==> src/rtl/periph_bus_pkg.sv <==
// Shared constants for the Wishbone-to-peripheral bridge.
// FSM state codes and the address field positions used for decoding.
package periph_bus_pkg;

    localparam logic [2:0] ST_IDLE   = 3'd0;
    localparam logic [2:0] ST_SETUP  = 3'd1;
    localparam logic [2:0] ST_STROBE = 3'd2;
    localparam logic [2:0] ST_ACK    = 3'd3;
    localparam logic [2:0] ST_BAD    = 3'd4;

    localparam int SLOT_MSB = 7;
    localparam int SLOT_LSB = 4;
    localparam int REG_MSB  = 3;
    localparam int REG_LSB  = 2;
    localparam int WIN_MSB  = 31;
    localparam int WIN_LSB  = 8;

endpackage

==> src/rtl/periph_rdmux.sv <==
// Read-data lane selector: picks the 8-bit lane of the addressed slot.
// Ports: databo (all lanes), slot (4-bit index), data (selected byte, 0 if out of range).
module periph_rdmux
    import periph_bus_pkg::*;
#(
    parameter int NPERIPH = 4
) (
    input  logic [8*NPERIPH-1:0] databo,
    input  logic [3:0]           slot,
    output logic [7:0]           data
);

    always_comb begin
        data = 8'h00;
        for (int k = 0; k < NPERIPH; k++) begin
            if (slot == 4'(k)) begin
                data = databo[8*k +: 8];
            end
        end
    end

endmodule

==> src/rtl/periph_bus_bridge.sv <==
// Wishbone classic slave bridging 32-bit accesses onto the 8-bit peripheral bus.
// Ports: clk, rst (async active-low), wbs_* slave bus, p_* peripheral bus.
// Build option BRIDGE_ERR_EN: invalid hits raise wbs_err_o instead of a zero-data ack.
module periph_bus_bridge
    import periph_bus_pkg::*;
#(
    parameter int          NPERIPH = 4,
    parameter logic [31:0] BASE    = 32'h3000_0000
) (
    input  logic                 clk,
    input  logic                 rst,
    input  logic                 wbs_cyc_i,
    input  logic                 wbs_stb_i,
    input  logic                 wbs_we_i,
    input  logic [3:0]           wbs_sel_i,
    input  logic [31:0]          wbs_adr_i,
    input  logic [31:0]          wbs_dat_i,
    output logic                 wbs_ack_o,
    output logic                 wbs_err_o,
    output logic [31:0]          wbs_dat_o,
    output logic [1:0]           p_address,
    output logic [7:0]           p_databi,
    output logic                 p_wr,
    output logic [NPERIPH-1:0]   p_cen,
    input  logic [8*NPERIPH-1:0] p_databo
);

    logic [2:0]         state;
    logic [3:0]         slot;
    logic [3:0]         req_slot;
    logic               hit;
    logic               valid;
    logic [7:0]         rd_byte;
    logic [NPERIPH-1:0] cen_dec;
    logic               unused_bits;

    assign req_slot = wbs_adr_i[SLOT_MSB:SLOT_LSB];
    assign hit = wbs_cyc_i & wbs_stb_i &
                 (wbs_adr_i[WIN_MSB:WIN_LSB] == BASE[WIN_MSB:WIN_LSB]);
    assign valid = (int'(req_slot) < NPERIPH) & wbs_sel_i[0];

    assign unused_bits = ^{wbs_sel_i[3:1], wbs_adr_i[1:0], wbs_dat_i[31:8]};

    always_comb begin
        cen_dec = '0;
        for (int k = 0; k < NPERIPH; k++) begin
            cen_dec[k] = (slot == 4'(k));
        end
    end

    periph_rdmux #(
        .NPERIPH(NPERIPH)
    ) u_rdmux (
        .databo(p_databo),
        .slot  (slot),
        .data  (rd_byte)
    );

`ifndef BRIDGE_ERR_EN
    assign wbs_err_o = 1'b0;
`endif

    always_ff @(posedge clk or negedge rst) begin
        if (!rst) begin
            state     <= ST_IDLE;
            slot      <= 4'h0;
            wbs_ack_o <= 1'b0;
`ifdef BRIDGE_ERR_EN
            wbs_err_o <= 1'b0;
`endif
            wbs_dat_o <= 32'h0;
            p_address <= 2'b00;
            p_databi  <= 8'h00;
            p_wr      <= 1'b0;
            p_cen     <= '0;
        end else begin
            wbs_ack_o <= 1'b0;
`ifdef BRIDGE_ERR_EN
            wbs_err_o <= 1'b0;
`endif
            unique case (state)
                ST_IDLE: begin
                    if (hit && valid) begin
                        slot      <= req_slot;
                        p_address <= wbs_adr_i[REG_MSB:REG_LSB];
                        p_databi  <= wbs_dat_i[7:0];
                        p_wr      <= wbs_we_i;
                        state     <= ST_SETUP;
                    end else if (hit) begin
`ifdef BRIDGE_ERR_EN
                        wbs_err_o <= 1'b1;
`else
                        wbs_ack_o <= 1'b1;
`endif
                        state     <= ST_BAD;
                    end
                end
                ST_SETUP: begin
                    // Abandoned cycle: never strobe the peripheral.
                    if (!wbs_cyc_i) begin
                        p_wr  <= 1'b0;
                        state <= ST_IDLE;
                    end else begin
                        p_cen <= cen_dec;
                        state <= ST_STROBE;
                    end
                end
                ST_STROBE: begin
                    // Peripheral updated its lane at the mid-cycle negedge.
                    p_cen     <= '0;
                    p_wr      <= 1'b0;
                    wbs_ack_o <= wbs_cyc_i;
                    wbs_dat_o <= (!p_wr && wbs_cyc_i) ?
                                 {24'h0, rd_byte} : 32'h0;
                    state     <= ST_ACK;
                end
                ST_ACK: begin
                    wbs_dat_o <= 32'h0;
                    state     <= ST_IDLE;
                end
                ST_BAD: begin
                    state <= ST_IDLE;
                end
                default: begin
                    state <= ST_IDLE;
                end
            endcase
        end
    end

endmodule

==> config.mk <==
export PLATFORM = sky130hd
export DESIGN_NAME = periph_bus_bridge
export DESIGN_NICKNAME = d
export VERILOG_FILES = /design/src/rtl/periph_bus_pkg.sv /design/src/rtl/periph_rdmux.sv /design/src/rtl/periph_bus_bridge.sv
export SDC_FILE = /design/constraint.sdc
export NUM_CORES = 1
export LEC_CHECK = 0
export ABC_AREA = 1
export CORE_MARGIN = 2
export CORE_UTILIZATION = 36
export CTS_CLUSTER_DIAMETER = 80
export CTS_CLUSTER_SIZE = 8
export DETAILED_ROUTE_END_ITERATION = 8
export PLACE_DENSITY_LB_ADDON = 0.2
export SETUP_SLACK_MARGIN = 0.2
export SLEW_MARGIN = 20
export SYNTH_ARGS = -nofsm -noshare
export SYNTH_HDL_FRONTEND = slang
export SYNTH_SLANG_ARGS = --single-unit
==> constraint.sdc <==
create_clock -name clk -period 2.2 [get_ports clk]
set_input_delay 0.33 -clock clk [delete_from_list [all_inputs] [get_ports clk]]
set_output_delay 0.33 -clock clk [all_outputs]
set_load 0.01 [all_outputs]
==> results.md, run 1 <==
* Core outline area at 5140 sq um
* Biggest area consumer among synthesized cells: dfrtp_1
* Detailed Route WL at 5.13 mm
* ANT cells at 0
* Initial drt markers at 66
* Slowest CP cell: nor3_2
* Vias per cell at 4.36
* Switching part of the total at 22.5%
* Vias in the first global route at 1865
* Worst slew pin tran at 0.765 ns
* Maximum VDD drop at 255 uV
* Area growth from synthesis to layout at 55.5%
* Comb pwr share at 16.2%
* Die width at 77.3 microns
* Final-report setup violation count at 0
* Seq cells post-synth at 31
* HPWL Detailed at 3.94 mm
* Postcts setup bufs at 0
* Max Fanout on Critical Path at 9
* H-tree depth at 2
* Top-area cell type share of the netlist area at 40.1%
* DRT Pass-1 Iters at 4
* Gp weighted congestion at 0.810
* First-pass GRT wire length at 8.78 mm
* Hold Worst Slack at 0.443 ns
* CP most frequent cell: nand2_1
* EDFF count, synth at 0
* Vias at 1934
* Layout fillers at 505
* Maximum clock rate at 0.633 GHz
* Final core occ at 58.5%
* Sequential Power Share at 45.0%
* IO Pins at 154
* Syn Area/Cell at 7.22 sq um
* CTS max path bufs at 2
* Mapped cell area at 1940 sq um
* CTS root buffer: clkbuf_8
* Design Area, Final at 3010 sq um
* Wire per inst at 11.6 microns
* CP Class: register to register
* Mapped Cells at 268
* Insertion delay to the later sink of the worst-skew pair at 0.28 ns
* CTS buffer count at 5
* Setup Skew at 0.00162 ns
* Worst EP required at 2.42 ns
* Post-DP Area at 2910 sq um
* Worst path max stage delay at 0.60 ns
* Drt drc at 0
* Critical path, cell by cell: inv_1, nand2_1, nor3_2, nand2_1, nand3_1, nand2_1, nand2_1
* CTS-repair resized insts at 0
* Fin. max-slew vios at 0
* Hold buffer count at cts at 0
* Dominant synthesized flop cell: dfrtp_1
* Sw Pwr at 287 uW
* Buffers on Ports at 99
* Most instantiated library cell after synthesis: nand2_1
* Tcrit/Tclk final at 71.8%
* Max cap viols at 0
* Die footprint at 5980 sq um
* Largest net degree at the start of global routing at 32
* Post-Route Setup TNS at 0 ns
* Clock power share at 38.8%
* Fraction of registers with async set/reset at 100%
* Pint at 987 uW
* Lkg Pwr at 1.50 nW
* Final ANT Viol Nets at 0
* Die Y at 77.3 microns
* Power Total at 1.27 mW
* Initial Util at 37.7%
* Pwr Density at 423 nW/um^2
* Critical path capture point type: register
* Synth warn at 0
* Final net count at 478
* Sequential area share after synthesis at 40.1%
* Worst slew margin at 48.7%
* Row cnt at 26
* Worst r2r path cells at 7
* Unique masters post-synth at 21
* Critical path arrival at 1.80 ns
* Global route overflow at 0
* Final min period at 1.58 ns
* Clk slew on worst S/H paths at 0.07 ns
* Commonest cells in the synthesized netlist: 87 x nand2_1, 44 x nor2_1, 31 x dfrtp_1, 28 x nand3_1, 25 x buf_4
* Startpoint Class: register
* Ranking of synthesized cells by area: dfrtp_1 40%, nand2_1 17%, buf_4 9.7%, nor2_1 8.5%, nand3_1 7.2%
* Min-Delay Path Class: input port to asynchronous set/reset pin
* Unrepaired setup endpoints after global routing: no
* Status: completed
* Ratio of cells with drive above 1 in the final layout at 7.49%
* TritonCTS clock tree: done
* Initial antenna violation count at 0
* GRT Total Usage at 18.4%
* Final hold vios at 0
* Clk sinks at 31
==> layout by cell type, fill, tap and decap left out, types with 2 or more instances in the layout <==
master / count
dfrtp_1: 31
clkbuf_8: 7
a21oi_1: 10
inv_2: 3
nor2_1: 44
nand2_2: 3
nor2_4: 2
clkdlybuf4s50_1: 99
nor2_2: 3
conb_1: 25
o21ai_0: 4
inv_1: 15
buf_4: 3
nand4_2: 2
nor3_4: 2
nand2_1: 87
nand3_1: 28
==> worst paths after layout <==
check,start,to,slack (ns)
worst max register to register,slot[3]$_DFFE_PN0P_,wbs_dat_o[2]$_DFFE_PN0P_,0.62
worst min register to register,wbs_dat_o[4]$_DFFE_PN0P_,wbs_dat_o[4]$_DFFE_PN0P_,0.48
min in group clk,wbs_dat_o[4]$_DFFE_PN0P_,wbs_dat_o[4]$_DFFE_PN0P_,0.48
max in group asynchronous,rst,p_databi[3]$_DFFE_PN0P_,1.46
worst min-delay path,rst,p_cen[2]$_DFFE_PN0P_,0.44
worst max-delay path,slot[3]$_DFFE_PN0P_,wbs_dat_o[2]$_DFFE_PN0P_,0.62
==> worst max-delay path: cells and delay by family (launching register included) <==
kind	cells	cell delay (ns)
simple gates	6	1.07
flops	1	0.38
buf+inv	1	0.07
==> kinds of logic (layout without fill, tap and decap cells) <==
group                  Yosys count  count (layout)  synth area share, %
and+or+nand+nor                176             176                 41.2
buffers and inverters           46             128                 14.9
DFF                             31              31                 40.1
AOI/OAI and AO/OA               14              14                 3.62
other                            1              25                0.194
==> per-layer routing <==
| metal | vias up | global-route usage [%] | share of wire [%] |
|---|---|---|---|
| met5 | - | 0 | 0 |
| met2 | 70 | 30.5 | 49 |
| met4 | 0 | 4.29 | 0.29 |
| met1 | 862 | 23.1 | 43 |
| li1 | 1000 | - | - |
| met3 | 2 | 6.12 | 7.6 |
==> state kept, by name (all words and copies together), names as in the netlist <==
register,cells
p_wr,1
wbs_ack_o,1
p_cen,4
p_databi,8
slot,4
p_address,2
state,3
wbs_dat_o,8
==> power by group through the flow <==
| stage | clock network [mW] | registers, mW | logic (mW) |
|---|---|---|---|
| finish | 0.495 | 0.573 | 0.206 |
| global placement | 0 | 0.584 | 0.204 |
| global route | 0.544 | 0.573 | 0.226 |
| floorplan | 0 | 0.585 | 0.0796 |
| CTS | 0.520 | 0.573 | 0.207 |
| detailed placement | 0 | 0.584 | 0.206 |
==> stage by stage <==
stage,cells,setup slack [ns]
after detailed placement,436,0.445
after CTS,444,0.637
after floorplan,292,0.983
final,444,0.621
after global routing,444,0.468
after global placement,436,0.477
==> area by class of cell <==
type                       instances  area, sq um  share of cell area, %
timing repair buffer             102         1010                   33.7
multi-input combinational        215          961                   31.9
sequential                        31          776                   25.8
clock buffer                       7         96.3                   3.20
tap                               70         87.6                   2.91
inverter                          18         67.6                   2.25
clock inverter                     1         7.51                  0.249
Note: power is estimated with default switching activity, not from simulation.
==> run 2: changes to the inputs <==
CORE_UTILIZATION = 33   (was 36)
clock period = 1.5 ns   (was 2.2 ns; I/O delays follow)
==> run 2 against run 1 <==
Effect of this change: sequential share of layout area fell by 2.2 points; via count is 5.7% higher; power increased by 57%; highest routed layer unchanged; setup slack got worse by 0.37 ns; sequential power grew 47%; flip-flop and latch count did not move; routed wire length is 6.3% higher; die area is 8.6% higher; first-iteration DRC count rose by 17%; clock power is 73% higher.
==> results.md, run 2 (same netlist as run 1, synthesis figures left out) <==
* Status: completed
* HPWL Detailed at 3.92 mm (-0.38%)
* CP Class: register to register
* First-pass GRT wire length at 8.54 mm (-2.8%)
* Setup Skew at 0.00601 ns (+0.00439 ns)
* Final hold vios at 0 (unchanged)
* Core outline area at 5570 sq um (+8.4%)
* GRT Total Usage at 17.3% (-1.1 points)
* Final core occ at 59.3% (+0.71 points)
* Critical path capture point type: register
* Vias at 2044 (+5.7%)
* Final net count at 495 (+3.6%)
* Reg2reg end: wbs_dat_o[0]$_DFFE_PN0P_
* Slack of the critical path at 0.246 ns (-0.375 ns)
* Commonest non-fill, non-tap cells in the layout: 83 x nand2_1, 49 x clkdlybuf4s50_1, 44 x dlygate4sd2_1
* Min-Delay Path Class: input port to asynchronous set/reset pin
* Largest net degree at the start of global routing at 32 (unchanged)
* Tcrit/Tclk final at 83.6% (+12 points)
* Fin. max-slew vios at 0 (unchanged)
* Most common cell after layout, fill and taps aside: nand2_1
* Max Fanout on Critical Path at 8 (-1)
* Worst slack, placed at -0.163 ns (-0.607 ns)
* Buffers on Ports at 99 (unchanged)
* Layout fillers at 536 (+6.1%)
* Drt drc at 0 (unchanged)
* Ratio of cells with drive above 1 in the final layout at 17.9% (+10 points)
* Die width at 80.6 microns (+4.2%)
* Setup crit start: slot[2]$_DFFE_PN0P_
* Lkg Pwr at 1.86 nW (+24%)
* Hold buffer count at cts at 0 (unchanged)
* CTS root buffer: clkbuf_8
* DRT Pass-1 Iters at 4 (unchanged)
* Critical path arrival at 1.47 ns (-0.33 ns)
* Final ANT Viol Nets at 0 (unchanged)
* Hold Worst Slack at 0.337 ns (-0.105 ns)
* Vias per cell at 4.41 (+1.4%)
* CTS buffer count at 5 (unchanged)
* RR Startpoint: slot[2]$_DFFE_PN0P_
* Initial Util at 34.7% (-2.9 points)
* R2R Setup Slk at 0.25 ns (-0.37 ns)
* Final-report setup violation count at 0 (unchanged)
* Die Y at 80.6 microns (+4.2%)
* Row cnt at 27 (+3.8%)
* IO Pins at 154 (unchanged)
* Worst r2r path cells at 8 (+1)
* Clk slew on worst S/H paths at 0.07 ns (about the same)
* ANT cells at 0 (unchanged)
* Global route overflow at 0 (unchanged)
* Startpoint Class: register
* Vias in the first global route at 1858 (-0.38%)
* Clk sinks at 31 (unchanged)
* CTS max path bufs at 2 (unchanged)
* Maximum clock rate at 0.798 GHz (+26%)
* Detailed Route WL at 5.46 mm (+6.3%)
* Initial antenna violation count at 0 (unchanged)
* Unrepaired setup endpoints after global routing: yes
* Die footprint at 6490 sq um (+8.6%)
* Worst EP required at 1.72 ns (-0.70 ns)
* Insertion delay to the later sink of the worst-skew pair at 0.28 ns (about the same)
* Max cap viols at 0 (unchanged)
* Initial drt markers at 77 (+17%)
* Area growth from synthesis to layout at 70.7%
* TritonCTS clock tree: done
* Gp weighted congestion at 0.738 (-8.9%)
* H-tree depth at 2 (unchanged)
* Final min period at 1.25 ns (-0.325 ns)
* Biggest regs: p_databi: 8 flops, wbs_dat_o: 8 flops
* Wire per inst at 11.8 microns (+1.9%)
* Maximum VDD drop at 432 uV (+69%)
* Pwr Density at 605 nW/um^2 (+43%)
[run 2: area by class of cell]
class	instances	area (sq um)	share of cell area (%)
inverter	18	70.1	2.12
clock inverter	2	35.0	1.06
clock buffer	6	82.6	2.50
timing repair buffer	118	1160	35.2
tap	72	90.1	2.73
sequential	31	778	23.6
multi-input combinational	216	1090	32.9
[run 2: per-layer routing]
metal / track usage (%) / routed length [microns] / vias up
met5: 0 / 0 / -
met4: 3.56 / 27 / 0
met3: 5.51 / 444 / 5
met2: 31.2 / 2730 / 72
met1: 20.0 / 2260 / 921
li1: - / - / 1046
[run 2: how the worst max path moves through the flow]
| stage | end | slack (ns) | cells after the start |
|---|---|---|---|
| finish | wbs_dat_o[0]$_DFFE_PN0P_ | 0.25 | 8 |
| global route | wbs_dat_o[3]$_DFFE_PN0P_ | 0.15 | 8 |
| CTS | p_databi[6]$_DFFE_PN0P_ | 0.18 | 8 |
| detailed placement | p_address[0]$_DFFE_PN0P_ | -0.16 | 8 |
| global placement | p_address[1]$_DFFE_PN0P_ | -0.13 | 8 |
| floorplan | p_databi[5]$_DFFE_PN0P_ | 0.28 | 7 |
[run 2: what timing repair did]
action	in CTS	in global routing
setup buffers	3	1
pin swaps	20	15
gates cloned	2	1
endpoints found under the setup margin	44	25
gates resized for setup	56	37
[run 2: per-stage QoR]
step | power, mW | cells | TNS [ns] | area, sq um
2_1_floorplan | 0.974 | 292 | 0 | 2030
3_3_place_gp | 1.16 | 448 | -1.73 | 3000
3_5_place_dp | 1.16 | 448 | -2.16 | 3000
4_1_cts | 2.01 | 461 | 0 | 3180
5_1_grt | 2.09 | 463 | 0 | 3300
6_report | 2.00 | 463 | 0 | 3300
[run 2: power breakdown]
group	internal [mW]	leakage (nW)	total, mW	switching, mW
Clock	0.537	0.0612	0.857	0.320
Combinational	0.179	1.38	0.301	0.121
Sequential	0.839	0.417	0.840	0.00131
Total	1.56	1.86	2.00	0.442
[run 2: critical path: stages, from the launching register on]
cell and delay (ns):
dfrtp_1 0.40, nor2_2 0.16, nand2_4 0.08, nor2_4 0.16
buf_12 0.15, nand2_2 0.04, nand4_1 0.09, nand2_1 0.06
nand2_1 0.06
==> run 3: changes to the inputs <==
CORE_UTILIZATION = 30   (was 33)
clock period = 1 ns   (was 1.5 ns; I/O delays follow)
==> run 3 against run 2 <==
Effect of this change: the run now ends with setup timing left; critical path depth decreased by 1; clock skew increased by 0.00068 ns; clock-buffer cell count decreased by 1.
==> results.md, run 3 (same netlist as run 1, synthesis figures left out) <==
* Status: finished, violations left
* Failing checks: setup timing
* Power Total at 2.71 mW (+36%)
* Most common cell after layout, fill and taps aside: nand2_1
* HPWL Detailed at 4.08 mm (+4.1%)
* RR Startpoint: slot[1]$_DFFE_PN0P_
* R2R Setup Slk at -0.24 ns (-0.48 ns)
* Final-report setup violation count at 31 (+31)
* Met1 usage at 18.6% (-1.4 points)
* DRT Pass-1 Iters at 4 (unchanged)
* TritonCTS clock tree: done
* Gp weighted congestion at 0.752 (+1.9%)
* Die Y at 84.3 microns (+4.6%)
* CTS root buffer: clkbuf_8
* Max Fanout on Critical Path at 9 (+1)
* Area growth from synthesis to layout at 85.6%
* Detailed Route WL at 5.76 mm (+5.6%)
* Insertion delay to the later sink of the worst-skew pair at 0.28 ns (about the same)
* Row cnt at 29 (+7.4%)
* Reg2reg end: wbs_dat_o[4]$_DFFE_PN0P_
* Die footprint at 7110 sq um (+9.5%)
* Setup Skew at 0.00670 ns (+0.000680 ns)
* Worst EP required at 1.22 ns (-0.50 ns)
* Comb pwr share at 17.7% (+2.7 points)
* ANT cells at 0 (unchanged)
* Biggest regs: p_databi: 8 flops, wbs_dat_o: 8 flops
* Core outline area at 6280 sq um (+13%)
* Startpoint Class: register
* GRT Total Usage at 15.9% (-1.4 points)
* Final ANT Viol Nets at 0 (unchanged)
* Ratio of cells with drive above 1 in the final layout at 38.5% (+21 points)
* Maximum VDD drop at 562 uV (+30%)
* Pwr Density at 754 nW/um^2 (+25%)
* Sw Pwr at 687 uW (+55%)
* Layout fillers at 631 (+18%)
* Lkg Pwr at 1.94 nW (+4.4%)
* Largest net degree at the start of global routing at 32 (unchanged)
* Buffers on Ports at 99 (unchanged)
* CP Class: register to register
* Clock power share at 35.7% (-7.2 points)
* CTS buffer count at 5 (unchanged)
* Vias in the first global route at 2080 (+12%)
* Unrepaired setup endpoints after global routing: yes
* Busiest grt layer: met2
* Fin. max-slew vios at 0 (unchanged)
* Worst r2r path cells at 7 (-1)
* Tcrit/Tclk final at 124% (+40 points)
* Die width at 84.3 microns (+4.6%)
* Clk slew on worst S/H paths at 0.07 ns (about the same)
* First-pass GRT wire length at 9.20 mm (+7.8%)
* IO Pins at 154 (unchanged)
* Initial Util at 30.8% (-3.9 points)
* Slack of the critical path at -0.237 ns (-0.484 ns)
* CTS max path bufs at 2 (unchanged)
* Initial antenna violation count at 0 (unchanged)
* Min-Delay Path Class: input port to asynchronous set/reset pin
* Routing usage on met3 at 4.42% (-1.1 points)
* Sequential Power Share at 46.5% (+4.5 points)
* Met2 Usage GRT at 29.1% (-2.0 points)
* Wire per inst at 11.5 microns (-2.8%)
* Pint at 2.02 mW (+30%)
* Global route overflow at 0 (unchanged)
* Vias at 2177 (+6.5%)
* Final core occ at 57.2% (-2.0 points)
* Initial drt markers at 61 (-21%)
* Area of the multi-input gates at 1190 sq um (+9.3%)
* Maximum clock rate at 0.808 GHz (+1.3%)
* Drt drc at 0 (unchanged)
* Post-Route Setup TNS at -5.68 ns (-5.68 ns)
* Commonest non-fill, non-tap cells in the layout: 70 x nand2_1, 49 x clkdlybuf4s50_1, 38 x buf_4
* Vias per cell at 4.33 (-2.0%)
* Final net count at 530 (+7.1%)
* Clk sinks at 31 (unchanged)
* Critical path capture point type: register
* Switching part of the total at 25.3% (+3.2 points)
* Storage cell area at 778 sq um (unchanged)
* H-tree depth at 2 (unchanged)
* Design Area, Final at 3590 sq um (+8.8%)
* Max cap viols at 0 (unchanged)
* Final hold vios at 0 (unchanged)
* Post-DP Area at 3210 sq um (+7.2%)
* Final min period at 1.24 ns (-0.0165 ns)
* Critical path arrival at 1.45 ns (-0.02 ns)
[run 3: area by class of cell]
cell class              count  area share (%)
clock buffers               5            1.92
inverters                  18            2.09
multi-input cells         216            33.1
clock inverters             3           0.557
flip-flops and latches     31            21.7
repair buffers            153            38.0
well taps                  77            2.68
[run 3: metrics by stage]
| step | worst slack, ns | hold slack, ns | cells |
|---|---|---|---|
| floorplan | -0.170 | -0.146 | 292 |
| global placement | -0.535 | 0.460 | 468 |
| detailed placement | -0.587 | 0.464 | 468 |
| CTS | -0.236 | 0.233 | 490 |
| global route | -0.316 | 0.256 | 503 |
| finish | -0.237 | 0.229 | 503 |
[run 3: critical path, stage by stage, from the launching register on]
cell and delay (ns):
dfrtp_2 0.44, buf_4 0.15, nor3_4 0.18, buf_12 0.15, nand2_1 0.06, nand3_1 0.08
nand2_1 0.06, nand2_1 0.05
[run 3: worst max-delay path by stage]
stage                         start                       end  slack [ns]
4_1_cts        state[0]$_DFFE_PN0P_   p_databi[6]$_DFFE_PN0P_       -0.24
5_1_grt        state[1]$_DFFE_PN0P_   p_databi[5]$_DFFE_PN0P_       -0.32
2_1_floorplan  state[0]$_DFFE_PN0P_  p_address[0]$_DFFE_PN0P_       -0.17
3_3_place_gp              wbs_cyc_i   p_databi[2]$_DFFE_PN0P_       -0.54
6_report        slot[1]$_DFFE_PN0P_  wbs_dat_o[4]$_DFFE_PN0P_       -0.24
3_5_place_dp              wbs_cyc_i   p_databi[5]$_DFFE_PN0P_       -0.59
[run 3: power by group through the flow]
stage / registers (mW) / logic (mW) / clock network (mW)
6_report: 1.26 / 0.481 / 0.968
5_1_grt: 1.26 / 0.523 / 1.05
4_1_cts: 1.26 / 0.469 / 1.00
3_5_place_dp: 1.28 / 0.477 / 0
3_3_place_gp: 1.28 / 0.475 / 0
2_1_floorplan: 1.29 / 0.179 / 0
[run 3: what timing repair did]
item                       in CTS  in global routing
cloned                          2                  1
resized for setup             155                 49
pin swaps                       2                 15
setup endpoints to repair      55                 55
setup buffers                  12                 12
hold buffers                    0                  0
[run 3: routing by layer]
layer / vias to the layer above / share of wire [%]
met5: - / 0
met4: 0 / 0.68
met3: 4 / 6.8
met2: 73 / 50
met1: 986 / 42
li1: 1114 / -
==> patch 1, RTL diff (settings of run 3) <==
Build with the macro `BRIDGE_ERR_EN` defined.
--- a/src/rtl/periph_bus_bridge.sv
+++ b/src/rtl/periph_bus_bridge.sv
@@ -1,6 +1,8 @@
 // Wishbone classic slave bridging 32-bit accesses onto the 8-bit peripheral bus.
 // Ports: clk, rst (async active-low), wbs_* slave bus, p_* peripheral bus.
 // Build option BRIDGE_ERR_EN: invalid hits raise wbs_err_o instead of a zero-data ack.
+`define BRIDGE_ERR_EN
+
 module periph_bus_bridge
     import periph_bus_pkg::*;
 #(
Behaviour: not the same (a bounded check fails within 4 cycles, from zero or initial values and one cycle with rst low).
==> patch 1 against run 3 <==
Count of clock-buffer cells in the layout is 1 higher; wire length is 7.7% higher; the flow still finishes with violations (setup timing); worst setup slack worse by 84 ps; synthesized area is 3.8% lower; fmax is 6.4% lower; total power hardly changed; sequential cell count is 1 higher; cell area is 1.1% lower; synthesized cell count is 6.0% lower.
==> patch 1: results (changes against run 3) <==
- Post-DP Area: 0.00311 mm2 (-3.2%)
- Largest net degree at the start of global routing: 17 (-47%)
- Worst r2r src: slot[3]
- IO buf count: 100 (+1.0%)
- Status: finished with violations
- Detailed placement HPWL: 4.14 mm (+1.4%)
- Hold slack: 303 ps (+74.3 ps)
- Main area contributors after synthesis: dfrtp_1 (43%), nand2_1 (16%), buf_4 (10%), nor2_1 (7.5%), nand3_1 (6.5%)
- WL met1: 2.56 mm (+4.8%)
- CP arrival: 1540 ps (+90 ps)
- Fin nets: 518 (-2.3%)
- Commonest cells in the netlist: nand2_1 (79), nor2_1 (37), dfrtp_1 (32), buf_4 (26), nand3_1 (24)
- Final wirelength: 6.20 mm (+7.7%)
- Post-Place Setup Slack: -649 ps (-61.2 ps)
- TNS Setup: -7800 ps (-2120 ps)
- CP max stage delay: 400 ps (-40 ps)
- Met2 wire len: 3.10 mm (+7.2%)
- Initial drt markers: 51 (-16%)
- Final worst slack: -321 ps (-84.2 ps)
- M1 GR Usage: 21.2% (+2.5 points)
- P_leak: 0.00180 uW (-7.6%)
- Worst Path Max Fanout: 4 (-5)
- Met2 GRT Util: 33.1% (+3.9 points)
- Final clock skew: 7.77 ps (+1.08 ps)
- Finish-stage setup viols: 32 (+3.2%)
- Worst vdd ir: 0.634 mV (+13%)
- Layout cell share with drive strength beyond 1: 39.7% (+1.2 points)
- Vias/cell: 4.40 (+1.6%)
- CP endpoint: wbs_dat_o[7]
- Worst path slowest cell: dfrtp_1
- Vias in the first global route: 2092 (+0.58%)
- RePlAce Congestion: 0.710 (-5.5%)
- Failing checks: setup timing
- Placed Instances: 450 (-3.8%)
- Register-to-Register Path Depth: 7 (unchanged)
- Post-CTS setup buffers: 16 (+4)
- Seq/Total Area, Yosys: 43.0% (+2.9 points)
- Gr usage total: 18.4% (+2.5 points)
- Routed wire length on met3: 504 um (+29%)
- Post-CTS Hold Buffers: 1 (+1)
-- patch 1: cells by family (layout without fill, tap and decap cells) --
| logic type | count (synthesis) | in the layout | share of synthesized area, % |
|---|---|---|---|
| DFF | 32 | 32 | 43.0 |
| buffers and inverters | 41 | 178 | 14.0 |
| AOI/OAI and AO/OA | 20 | 20 | 5.78 |
| and+or+nand+nor | 158 | 159 | 37.0 |
| other | 1 | 24 | 0.201 |
-- patch 1: where the power goes --
part,total [uW],internal (uW),switching [uW]
Sequential,1300,1300,2.48
Combinational,477,289,188
Clock,929,472,457
-- patch 1: critical path: cells and delay by family (launching register included) --
kind	cells	cell delay, ps
flip-flops	1	400
buffers and inverters	1	170
AND/OR/NAND/NOR	5	590
AO/OA/AOI/OAI	1	100
-- patch 1: final cells by class --
class | count | area, um2
clock buffers | 6 | 72.6
inverters | 13 | 48.8
repair buffers | 158 | 1420
flip-flops and latches | 32 | 801
fillers | 552 | 2400
multi-input cells | 203 | 1110
well taps | 75 | 93.8
clock inverters | 1 | 5.00
==> patch 2, RTL diff (settings of run 3) <==
Without the edit above. Make the reset (`rst`) synchronous in one clocked block. Comments in the files are not updated.
--- a/src/rtl/periph_bus_bridge.sv
+++ b/src/rtl/periph_bus_bridge.sv
@@ -60,7 +60,7 @@
     assign wbs_err_o = 1'b0;
 `endif
 
-    always_ff @(posedge clk or negedge rst) begin
+    always_ff @(posedge clk) begin
         if (!rst) begin
             state     <= ST_IDLE;
             slot      <= 4'h0;
Behaviour: differs if rst is asserted again (counterexample within 4 cycles, from zero or initial values and one cycle with rst low); with rst held inactive, the same outputs for 10 cycles.
==> patch 2 against run 3 <==
The run still ends with setup timing left; sequential cell count stayed put; wire length is 10% higher; cell area is 3.9% higher; worst setup slack worse by 3.4 ps; clock skew hardly changed; synthesized area is 1.3% higher; combinational power is 2% higher; total power is 2.9% higher; critical endpoint is now wbs_dat_o[3]; largest cell class unchanged.
==> patch 2: results (changes against run 3) <==
- CP delay by family, top: simple AND/OR/NAND/NOR gates
- Main area contributors after synthesis: dfxtp_1 (32%), nand2_1 (14%), nor2_1 (12%), buf_4 (9.6%), nand4_1 (4.5%)
- Failing checks: setup timing
- P_leak: 0.00166 uW (-14%)
- CTS buffer count: 5 (unchanged)
- Commonest cells in the netlist: nand2_1 (73), nor2_1 (62), dfxtp_1 (31), buf_4 (25), inv_1 (23)
- IO buf count: 99 (unchanged)
- Post-DP Area: 0.00322 mm2 (+0.31%)
- Finish-stage setup viols: 31 (unchanged)
- Post-Place Setup Slack: -641 ps (-54.0 ps)
- Largest net degree at the start of global routing: 14 (-56%)
- Fin nets: 555 (+4.7%)
- Yosys cell types: 23 (+9.5%)
- CP max stage delay: 330 ps (-110 ps)
- Top flop regs: p_databi x8, wbs_dat_o x8
- Gr usage total: 17.3% (+1.3 points)
- Final clock skew: 6.27 ps (-0.424 ps)
- TNS Setup: -5390 ps (+290 ps)
- Status: finished with violations
- Clk buf depth: 2 (unchanged)
- Detailed placement HPWL: 4.45 mm (+9.0%)
- Layout cell share with drive strength beyond 1: 41.2% (+2.7 points)
- H-tree levels: 2 (unchanged)
- Share of flip-flops with an asynchronous set or reset: 0% (-100 points)
- Final wirelength: 6.35 mm (+10%)
- Antenna Cells: 0 (unchanged)
- Hold Fails Final Rpt: 0 (unchanged)
- Net switching power: 648 uW (-5.6%)
- Initial antenna violation count: 0 (unchanged)
- CP arrival: 1440 ps
- Global-route wire length before repair: 10.1 mm (+9.8%)
- Worst Path Max Fanout: 5 (-4)
- RePlAce Congestion: 0.821 (+9.1%)
- Initial drt markers: 61 (unchanged)
- Number of fill cells: 581 (-7.9%)
- Seq/Total Area, Yosys: 31.7% (-8.4 points)
- Vias in the first global route: 2271 (+9.2%)
- Hold crit path type: in2reg
- Root buffer cell: clkbuf_8
- DR pass1 iterations: 4 (unchanged)
- Yosys warnings: 0 (unchanged)
- Vias/cell: 4.54 (+4.8%)
- Worst vdd ir: 0.479 mV (-15%)
- Register-to-Register Path Depth: 7 (unchanged)
- Reg clk slew, reported paths: 60 ps
- Final worst slack: -240 ps (-3.44 ps)
- Worst path slowest cell: dfxtp_2
- Hold depth: 6
- Clock Latency Late Sink: 280 ps (about the same)
-- patch 2: changes by cell type after synthesis, sizes merged, moves of 10 or more --
| cell | before | now |
|---|---|---|
| dfxtp | 0 | 31 |
| inv | 18 | 30 |
| nand3 | 28 | 18 |
| nor2 | 49 | 69 |
| nand2 | 90 | 76 |
| dfrtp | 31 | 0 |
| nand4 | 3 | 15 |
-- patch 2: repair_timing --
| action | 4_1_cts | 5_1_grt |
|---|---|---|
| setup endpoints to repair | 55 | 55 |
| gates cloned | 3 | 1 |
| pin swaps | 47 | 29 |
| resized for setup | 249 | 38 |
| setup buffers | 8 | 7 |
-- patch 2: final cells by class --
| type | instances | area, um2 | share of cell area, % |
|---|---|---|---|
| tap | 77 | 96.3 | 2.58 |
| timing repair buffer | 141 | 1400 | 37.6 |
| sequential | 31 | 664 | 17.8 |
| multi-input combinational | 241 | 1350 | 36.1 |
| inverter | 30 | 123 | 3.28 |
| clock buffer | 8 | 100 | 2.68 |
-- patch 2: cells by family (layout without fill, tap and decap cells) --
logic type / after synthesis / in the layout / synth area share [%]
buffers and inverters: 63 / 179 / 17.8
other: 1 / 25 / 0.191
DFF: 31 / 31 / 31.7
and+or+nand+nor: 190 / 191 / 43.8
AOI/OAI and AO/OA: 25 / 25 / 6.57
-- patch 2: final timing paths --
check / endpoint / from
max: wbs_dat_o[3] / slot[2]
min: state[2] / wbs_adr_i[12]
max reg2reg: wbs_dat_o[3] / slot[2]
min reg2reg: slot[2] / slot[2]
-- patch 2: per-layer routing --
| layer | routed length (um) | part of all wire, % | up-vias | global-route usage (%) |
|---|---|---|---|---|
| met5 | 0 | 0 | - | 0 |
| met4 | 134 | 2.1 | 0 | 6.64 |
| met3 | 361 | 5.7 | 15 | 3.50 |
| met2 | 3040 | 48 | 99 | 28.6 |
| met1 | 2810 | 44 | 1063 | 22.2 |
| li1 | - | - | 1218 | - |
-- patch 2: power by group through the flow --
| stage | logic, uW | registers, uW | clock network [uW] |
|---|---|---|---|
| 2_1_floorplan | 220 | 1260 | 0 |
| 6_report | 491 | 1230 | 1070 |
| 4_1_cts | 475 | 1230 | 1120 |
| 3_3_place_gp | 498 | 1260 | 0 |
| 3_5_place_dp | 501 | 1260 | 0 |
| 5_1_grt | 534 | 1220 | 1170 |
-- patch 2: worst register-to-register path: cells and delay by family (launching register included) --
kind | cells | cell delay [ps]
compound gates | 1 | 110
simple gates | 6 | 720
flops | 1 | 330
-- patch 2: through the flow --
step                      cells  hold WS [ps]
after CTS                   520           219
after global placement      501           450
after global routing        528           250
final                       528           244
after detailed placement    501           455
after floorplan             334           373
